===== src/rtl/serial_adder.sv =====
// rtl/serial_adder.sv - digit-serial adder/subtractor with start/busy/done handshake
module serial_adder #(
  parameter int WIDTH = 16,
  parameter int DIGIT = 4
) (
  input  logic             clk,
  input  logic             rst,
  input  logic             start,
  input  logic [WIDTH-1:0] a,
  input  logic [WIDTH-1:0] b,
  input  logic             cin,
  input  logic             sub,
  output logic [WIDTH-1:0] out,
  output logic             cout,
  output logic             ovf,
  output logic             busy,
  output logic             done
);

  localparam int N  = WIDTH / DIGIT;
  localparam int CW = (N > 1) ? $clog2(N) : 1;

  typedef enum logic [1:0] {
    IDLE = 2'd0,
    RUN  = 2'd1,
    DONE = 2'd2
  } state_t;

  state_t state, state_nxt;

  // Operands are shifted right one digit per cycle, so the adder always
  // reads the low digit; the partial result fills in from the top.
  logic [WIDTH-1:0] a_q;
  logic [WIDTH-1:0] b_q;
  logic [WIDTH-1:0] acc_q;
  logic [WIDTH-1:0] acc_nxt;
  logic             carry_q;
  logic [CW-1:0]    cnt_q;
  logic [DIGIT:0]   dsum;
  logic             last;
  logic             c_msb;

  // One DIGIT-bit add per cycle plus the partial-result shift-in.
  always_comb begin
    dsum    = {1'b0, a_q[DIGIT-1:0]} + {1'b0, b_q[DIGIT-1:0]} + {{DIGIT{1'b0}}, carry_q};
    acc_nxt = (acc_q >> DIGIT) | (WIDTH'(dsum[DIGIT-1:0]) << (WIDTH - DIGIT));
    last    = (cnt_q == CW'(N - 1));
    // Carry into the top bit of this digit; on the last digit this is the
    // carry into bit WIDTH-1 used for signed overflow.
    c_msb   = dsum[DIGIT-1] ^ a_q[DIGIT-1] ^ b_q[DIGIT-1];
  end

  // State register.
  always_ff @(posedge clk or posedge rst) begin
    if (rst) state <= IDLE;
    else     state <= state_nxt;
  end

  // Next-state logic: start is honoured only from IDLE.
  always_comb begin
    state_nxt = state;
    case (state)
      IDLE:    if (start) state_nxt = RUN;
      RUN:     if (last)  state_nxt = DONE;
      DONE:    state_nxt = IDLE;
      default: state_nxt = IDLE;
    endcase
  end

  // Datapath: operand capture, digit processing and result load.
  always_ff @(posedge clk or posedge rst) begin
    if (rst) begin
      a_q     <= '0;
      b_q     <= '0;
      acc_q   <= '0;
      carry_q <= 1'b0;
      cnt_q   <= '0;
      out     <= '0;
      cout    <= 1'b0;
      ovf     <= 1'b0;
    end else begin
      case (state)
        IDLE: begin
          if (start) begin
            a_q     <= a;
            b_q     <= sub ? ~b : b;
            carry_q <= sub ? 1'b1 : cin;
            cnt_q   <= '0;
            acc_q   <= '0;
          end
        end
        RUN: begin
          a_q     <= a_q >> DIGIT;
          b_q     <= b_q >> DIGIT;
          acc_q   <= acc_nxt;
          carry_q <= dsum[DIGIT];
          cnt_q   <= cnt_q + CW'(1);
          if (last) begin
            out  <= acc_nxt;
            cout <= dsum[DIGIT];
            ovf  <= c_msb ^ dsum[DIGIT];
          end
        end
        default: ;
      endcase
    end
  end

  // Status flags decode directly from the registered state.
  always_comb begin
    busy = (state == RUN);
    done = (state == DONE);
  end

endmodule


===== config.mk =====
export PLATFORM = sky130hd
export DESIGN_NAME = serial_adder
export DESIGN_NICKNAME = d
export VERILOG_FILES = /design/src/rtl/serial_adder.sv
export SDC_FILE = /design/constraint.sdc
export NUM_CORES = 1
export LEC_CHECK = 0
export ABC_AREA = 1
export CORE_UTILIZATION = 40
export DETAILED_ROUTE_END_ITERATION = 16
export PLACE_DENSITY_LB_ADDON = 0.08
export SETUP_SLACK_MARGIN = 0.05
export SYNTH_ARGS = -nofsm -noshare
export SYNTH_HDL_FRONTEND = slang
export SYNTH_SLANG_ARGS = --single-unit

===== constraint.sdc =====
create_clock -name clk -period 6.9 [get_ports clk]
set_input_delay 2.07 -clock clk [delete_from_list [all_inputs] [get_ports clk]]
set_output_delay 2.07 -clock clk [all_outputs]
set_load 0.1 [all_outputs]

Word level (Yosys, flattened, before mapping):

Cells that the tools add are included.

* output and inout port bits: 20
* logic and storage cells: 42
* input bits: 37
* register bits: 71

* reductions and logical operators: 5
* equal/unequal tests: 5
* bitwise gates (word level): 5
* add/subtract/negate cells: 3
* mux-type cells: 15

Operator list (count)
* $pmux W16 S2: 3
* $mux W16: 4
* $not A16 Y16: 1
* $or A12 B16 Y16: 1
* $pmux W2 S2: 2
* $mux W2: 3
* $reduce_and A2 Y1: 3
* $add A4 B4 Y5: 1
* $add A5 B1 Y5: 1
* $eq A2 B2 Y1 const B: 2
* $xor A1 B1 Y1: 3
* $add A2 B1 Y2 const B: 1
* $eq A2 B1 Y1 const B: 1
* $logic_not A2 Y1: 1
* $mux W1: 2
* $ne A2 B1 Y1 const B: 1
* $ne A2 B2 Y1 const B: 1
* $pmux W1 S2: 1
* $reduce_bool A2 Y1: 1

Logic depth before layout (Yosys ltp):

Gate-level depths: netlist of the first run.

* depth in word-level cells: 5
* depth in mapped cells: 11
* depth with buffers taken out: 11

Worst setup path after synthesis of the first run:

Ideal clock, no wire load.

* path type: register -> output
* start point: reg state[0]
* end point: out done
* arrival time: 1679 ps
* path slack: 3151 ps
* path buffers: 0
* data required time: 4830 ps
* stages on the path, launching flop included: 2
* path through: dfrtp_1 nor2_1

* word-level cells in the longest chain between the ends: 1

Ends and longest elaborated chain
* start, declared: RTL line 29 `state_t state, state_nxt;`
* start signal, assigned: RTL line 56 `else state <= state_nxt;`
* $eq A2 B2 Y1: RTL line 112 `done = (state == DONE);`
* end, declared: RTL line 17 `output logic done`

No other way between the ends.

Final worst setup path of the first run:

* start point: reg state[1]
* end point: out busy

* word-level cells in the longest chain between the ends: 1

Ends and longest elaborated chain
* $eq A2 B1 Y1: RTL line 111 `busy = (state == RUN);`
* end, declared: RTL line 16 `output logic busy,`

No other way between the ends.

==> impl_results.md, run 1 <==
- CTS-repair resized insts: 0
- Wire length of the first global-routing pass: 10.6 mm
- Critical path launch point type: flop
- Number of post-CTS setup repair buffers: 0
- Clock Latency Late Sink: 340 ps
- Required time at the worst-slack endpoint: 4830 ps
- Slew at the pin with the worst max-slew slack: roughly 970 ps
- Top area cells in the synthesized netlist: sky130_fd_sc_hd__dfrtp_1 (54%), sky130_fd_sc_hd__nand2_1 (10%), sky130_fd_sc_hd__xnor2_1 (4.8%)
- Final weighted congestion in routability-driven placement: 0.734
- Period utilization: 69.8%
- Residual DRC: 0
- Average footprint of a synthesized cell: around 9.1 sq um
- Clock transition at the register clock pins on the worst setup and hold paths after CTS: 70 ps
- Maximum buffer depth of the clock tree: 2
- Number of placed I/O pins: 57
- Post-route clock skew: 5.76 ps
- Net Count, Synth: 380
- Minimum clock period: between 4000 and 5000 ps
- Area of all placed cells without fillers: approximately 3900 sq um
- Hold Buf Count CTS: 0
- DR vias/cell: roughly 4.8
- Fmax: 208 MHz
- Initial DRC count: between 100 and 150
- Overall track demand over capacity in global routing: 16.6%
- Number of iterations in the first detailed-routing pass: 4
- Average wire per cell in the routed design: approximately 12 um
- Row count: 31
- Endpoints failing hold: 0
- Initial core utilization: 42.0%
- Estimated wirelength of the detail-placed design: 3.96 mm
- Vias after detailed routing: 2354
- TritonCTS Sinks: 67
- Count of nets after finishing: 428
- Distinct cell type count after synthesis: 29
- Total gr overflow: 0
- DIE HEIGHT: 89.8 um
- Total cell area at the placement stage: ~3700 sq um
- Share of final-layout standard cells stronger than drive strength 1: 6.41%
- Count of nets left with antenna violations after detail routing: 0
- Result of the run: complete, no violations
- CP Max Fanout: 70
- Via count of the first global-routing pass: between 2000 and 2500
- Crit. End Element: output port
- Netlist Area Pre-Place: between 3000 and 4000 sq um
- Worst Setup Path Type: reg -> out
- Unrepaired setup endpoints after global routing: no
- Worst hold path type: reg -> reg
- Relative slew margins: 34.9%
- Instance count of the mapped netlist: 337
- Share of Yosys cell area claimed by the top area cell type: 54.4%
- Number of buffers created by CTS: 9
- Placeable core region: 7330 sq um
- Clock tree from TritonCTS: built
- Layout area overhead: 25.8%
- Setup TNS: 0 ps
- Count of final max-slew check failures: 0
- Sequential area share after synthesis: 54.4%
- Maximum number of pins on one net before global-route repair: 71
- Die width: 89.8 um
- Critical path data arrival time: 2750 ps
- Floorplan die area: 8060 sq um
- Utilization after layout: between 50% and 60%
- Final setup fails: 0
- Number of levels the H-tree was split into: 3
- ANT cells: 0
- Number of max-capacitance violations reported: 0
- Top cell type by total area after synthesis: sky130_fd_sc_hd__dfrtp_1
- Syn. warnings: 0
- Port Buffer Count: 56
- Number of antenna violations at the first check in global routing: 0
- Wirelength, routed: 6.01 mm
- Synth Register Bits: 67
- Library cell used as clock root buffer: sky130_fd_sc_hd__clkbuf_8
-- worst paths after layout --
kind                       endpoint  cells past startpoint      from  slack [ps]
setup / recovery               busy                      4  state[1]        2080
hold / removal               out[7]                      2    out[7]         480
setup reg to reg                ovf                      7  state[0]        4600
hold reg to reg              out[7]                      2    out[7]         480
max in group asynchronous    a_q[2]                      3       rst        4080
min in group asynchronous    out[7]                      3       rst        2300
-- cell families after synthesis --
| kind of cell | share of synthesized area [%] |
|---|---|
| DFF | 54.4 |
| adders and majority gates | 2.92 |
| xor gates and xnor gates | 4.83 |
| and+or+nand+nor | 18.1 |
| AOI/OAI and AO/OA | 12.4 |
| buffers and inverters | 7.31 |
-- critical path: stages, from the launching register on --
cell and delay (ps):
sky130_fd_sc_hd__dfrtp_1 360, sky130_fd_sc_hd__inv_1 140, sky130_fd_sc_hd__nand2_4 390, sky130_fd_sc_hd__inv_4 340
sky130_fd_sc_hd__clkdlybuf4s50_1 1180
-- layout make-up --
cell class	instances	area (sq um)
fillers	682	3450
inverters	30	115
flip-flops and latches	67	1680
clock inverters	4	47.5
repair buffers	57	568
multi-input cells	220	1180
clock buffers	12	165
well taps	99	124
-- per-stage QoR --
stage	setup WS [ps]	instances	hold slack, ps
finish	2080	489	482
global route	1910	489	506
CTS	2030	489	488
detailed placement	2410	473	473
global placement	2450	473	466
floorplan	3150	337	450
-- Yosys cell counts, drive strengths merged --
library cell	count
a21oi	3
a31oi	10
buf	17
clkbuf	3
dfrtp	67
fa	2
ha	4
inv	30
nand2	86
nand3	27
nor2	17
nor3	1
nor4	1
o211ai	12
o21a	1
o21ai	25
o22ai	13
or2	1
xnor2	17
-- registers in the layout, summed over array words and instances, names as in the netlist --
signal	count
a_q	16
b_q	16
out	16
acc_q	12
cnt_q	2
state	2
carry_q	1
cout	1
ovf	1
-- placed cells by master (no fill, tap or decap), types with 2 or more instances in the layout --
master	count
sky130_fd_sc_hd__nand2_1	82
sky130_fd_sc_hd__dfrtp_1	67
sky130_fd_sc_hd__clkdlybuf4s50_1	56
sky130_fd_sc_hd__inv_1	27
sky130_fd_sc_hd__nand3_1	26
sky130_fd_sc_hd__o21ai_0	24
sky130_fd_sc_hd__nor2_1	17
sky130_fd_sc_hd__xnor2_1	17
sky130_fd_sc_hd__o22ai_1	13
sky130_fd_sc_hd__o211ai_1	12
sky130_fd_sc_hd__clkbuf_8	12
sky130_fd_sc_hd__a31oi_1	10
sky130_fd_sc_hd__ha_1	4
sky130_fd_sc_hd__nand2_2	3
sky130_fd_sc_hd__a21oi_1	3
sky130_fd_sc_hd__inv_2	2
sky130_fd_sc_hd__fa_1	2
sky130_fd_sc_hd__clkinv_2	2
-- metal layers --
metal	GRT usage, %	share of wire [%]	vias to the layer above
met4	8.20	2.2	0
met3	3.21	3.7	13
li1	-	-	1213
met2	25.3	46	53
met5	0	0	-
met1	22.7	49	1075
Power of run 1 is not shown: default switching activity piles up to over one toggle a cycle in this logic, so the estimate is an artifact.
==> run 2, diff against run 1 <==
- clock period: 6.9 -> 4.5 ns (I/O delays scaled with it)
==> impl_results.md, run 2 (same netlist as run 1, synthesis figures left out) <==
- Result of the run: complete, no violations
- Clock tree from TritonCTS: built
- Unrepaired setup endpoints after global routing: no
- Required time at the worst-slack endpoint: 3150 ps
- Commonest non-fill, non-tap cells in the layout: sky130_fd_sc_hd__nand2_1 (82), sky130_fd_sc_hd__dfrtp_1 (67), sky130_fd_sc_hd__clkdlybuf4s50_1 (55)
- Worst hold path type: reg -> reg
- CTS-repair resized insts: 0
- Hold Buf Count CTS: 0
- Relative slew margins: 35.6%
- Wire length of the first global-routing pass: roughly 10 mm
- Clock Latency Late Sink: 330 ps
- Critical path launch point type: flop
- TritonCTS Sinks: 67
- Number of buffers created by CTS: 9
- Initial core utilization: 42.0%
- Residual DRC: 0
- Die width: 89.8 um
- Endpoints failing hold: 0
- Row count: 31
- Crit. End Element: output port
- DIE HEIGHT: 89.8 um
- Average wire per cell in the routed design: roughly 12 um
- Register-to-register path setup slack: 2110 ps
- Wirelength, routed: 5.97 mm
- Period utilization: 76.9%
- Vias after detailed routing: 2346
- Final weighted congestion in routability-driven placement: 0.746
- Number of placed I/O pins: 57
- Setup TNS: 0 ps
- CP Max Fanout: 3
- Via count of the first global-routing pass: approximately 2100
- Largest registers: a_q x16, b_q x16, out x16
- Share of final-layout standard cells stronger than drive strength 1: approximately 6.4%
- Total gr overflow: 0
- Maximum number of pins on one net before global-route repair: 70
- Count of nets left with antenna violations after detail routing: 0
- Slew at the pin with the worst max-slew slack: approximately 960 ps
- Minimum clock period: 3460 ps
- Library cell used as clock root buffer: sky130_fd_sc_hd__clkbuf_8
- Maximum buffer depth of the clock tree: 2
- Cell with the largest stage delay on the worst path: sky130_fd_sc_hd__clkdlybuf4s50_1
- Leading cell type in the layout, fill and taps excluded: sky130_fd_sc_hd__nand2_1
- Number of max-capacitance violations reported: 0
- Floorplan die area: 8060 sq um
- Buffers & Inverters on Critical Path: 2
- Post-route clock skew: ~5.2 ps
- Critical path data arrival time: between 2000 and 2500 ps
- Clock transition at the register clock pins on the worst setup and hold paths after CTS: 60 ps
- Count of final max-slew check failures: 0
- Critical path cell sequence: inv_1, nor2_1, clkdlybuf4s50_1
- Overall track demand over capacity in global routing: between 10% and 20%
- ANT cells: 0
- Layout area overhead: 24.5%
- Fmax: 289 MHz
- Number of levels the H-tree was split into: 3
- Number of post-CTS setup repair buffers: 0
- Kind of cell with the highest combined delay on the critical path: buffers and inverters
- Initial DRC count: 129
- Port Buffer Count: 56
- Number of iterations in the first detailed-routing pass: 4
- Placeable core region: 7330 sq um
- Worst Setup Path Type: reg -> out
- Final setup fails: 0
- Estimated wirelength of the detail-placed design: 4.00 mm
- DR vias/cell: between 4 and 5
- Count of nets after finishing: 430
- Max stage delay on crit path: 1150 ps
- Number of antenna violations at the first check in global routing: 0
run 2: area by class of cell:
type | instances | area (sq um)
Timing Repair Buffer | 59 | 581
Multi-Input combinational cell | 220 | 1180
Fill cell | 691 | 3490
Sequential cell | 67 | 1680
Clock inverter | 3 | 15.0
Inverter | 30 | 115
Clock buffer | 12 | 145
Tap cell | 99 | 124
run 2: path summary, 6_finish.rpt:
path | cells past startpoint | endpoint | start
setup / recovery | 3 | done | state[1]
max in group asynchronous | 3 | b_q[2] | rst
setup reg to reg | 6 | b_q[1] | state[1]
hold / removal | 2 | cout | cout
hold reg to reg | 2 | cout | cout
min in group asynchronous | 2 | a_q[8] | rst
run 2: routing by layer:
layer	global-route usage (%)	up-vias	routed length [um]
li1	-	1211	-
met1	22.0	1075	2910
met2	23.5	58	2730
met3	5.58	2	303
met4	4.51	0	36
met5	0	-	0
run 2: worst register-to-register path: stages (launching register included):
cell and delay (ps):
sky130_fd_sc_hd__dfrtp_1 380, sky130_fd_sc_hd__inv_1 120, sky130_fd_sc_hd__nand2_4 90, sky130_fd_sc_hd__buf_4 530
sky130_fd_sc_hd__nand2_2 700, sky130_fd_sc_hd__o211ai_1 300, sky130_fd_sc_hd__o21ai_0 110
run 2: stage by stage:
step | cell area, sq um | setup slack (ps) | hold slack, ps | utilization (%) | instances
floorplan | 3080 | 1470 | 450 | - | 337
global placement | 3680 | 1180 | 464 | 50.1 | 475
detailed placement | 3680 | 1160 | 466 | 50.1 | 475
CTS | 3840 | 1010 | 484 | 52.3 | 490
global route | 3840 | 963 | 497 | 52.3 | 490
finish | 3840 | 1040 | 476 | 52.3 | 490
Power of run 2 is left out for the same reason.
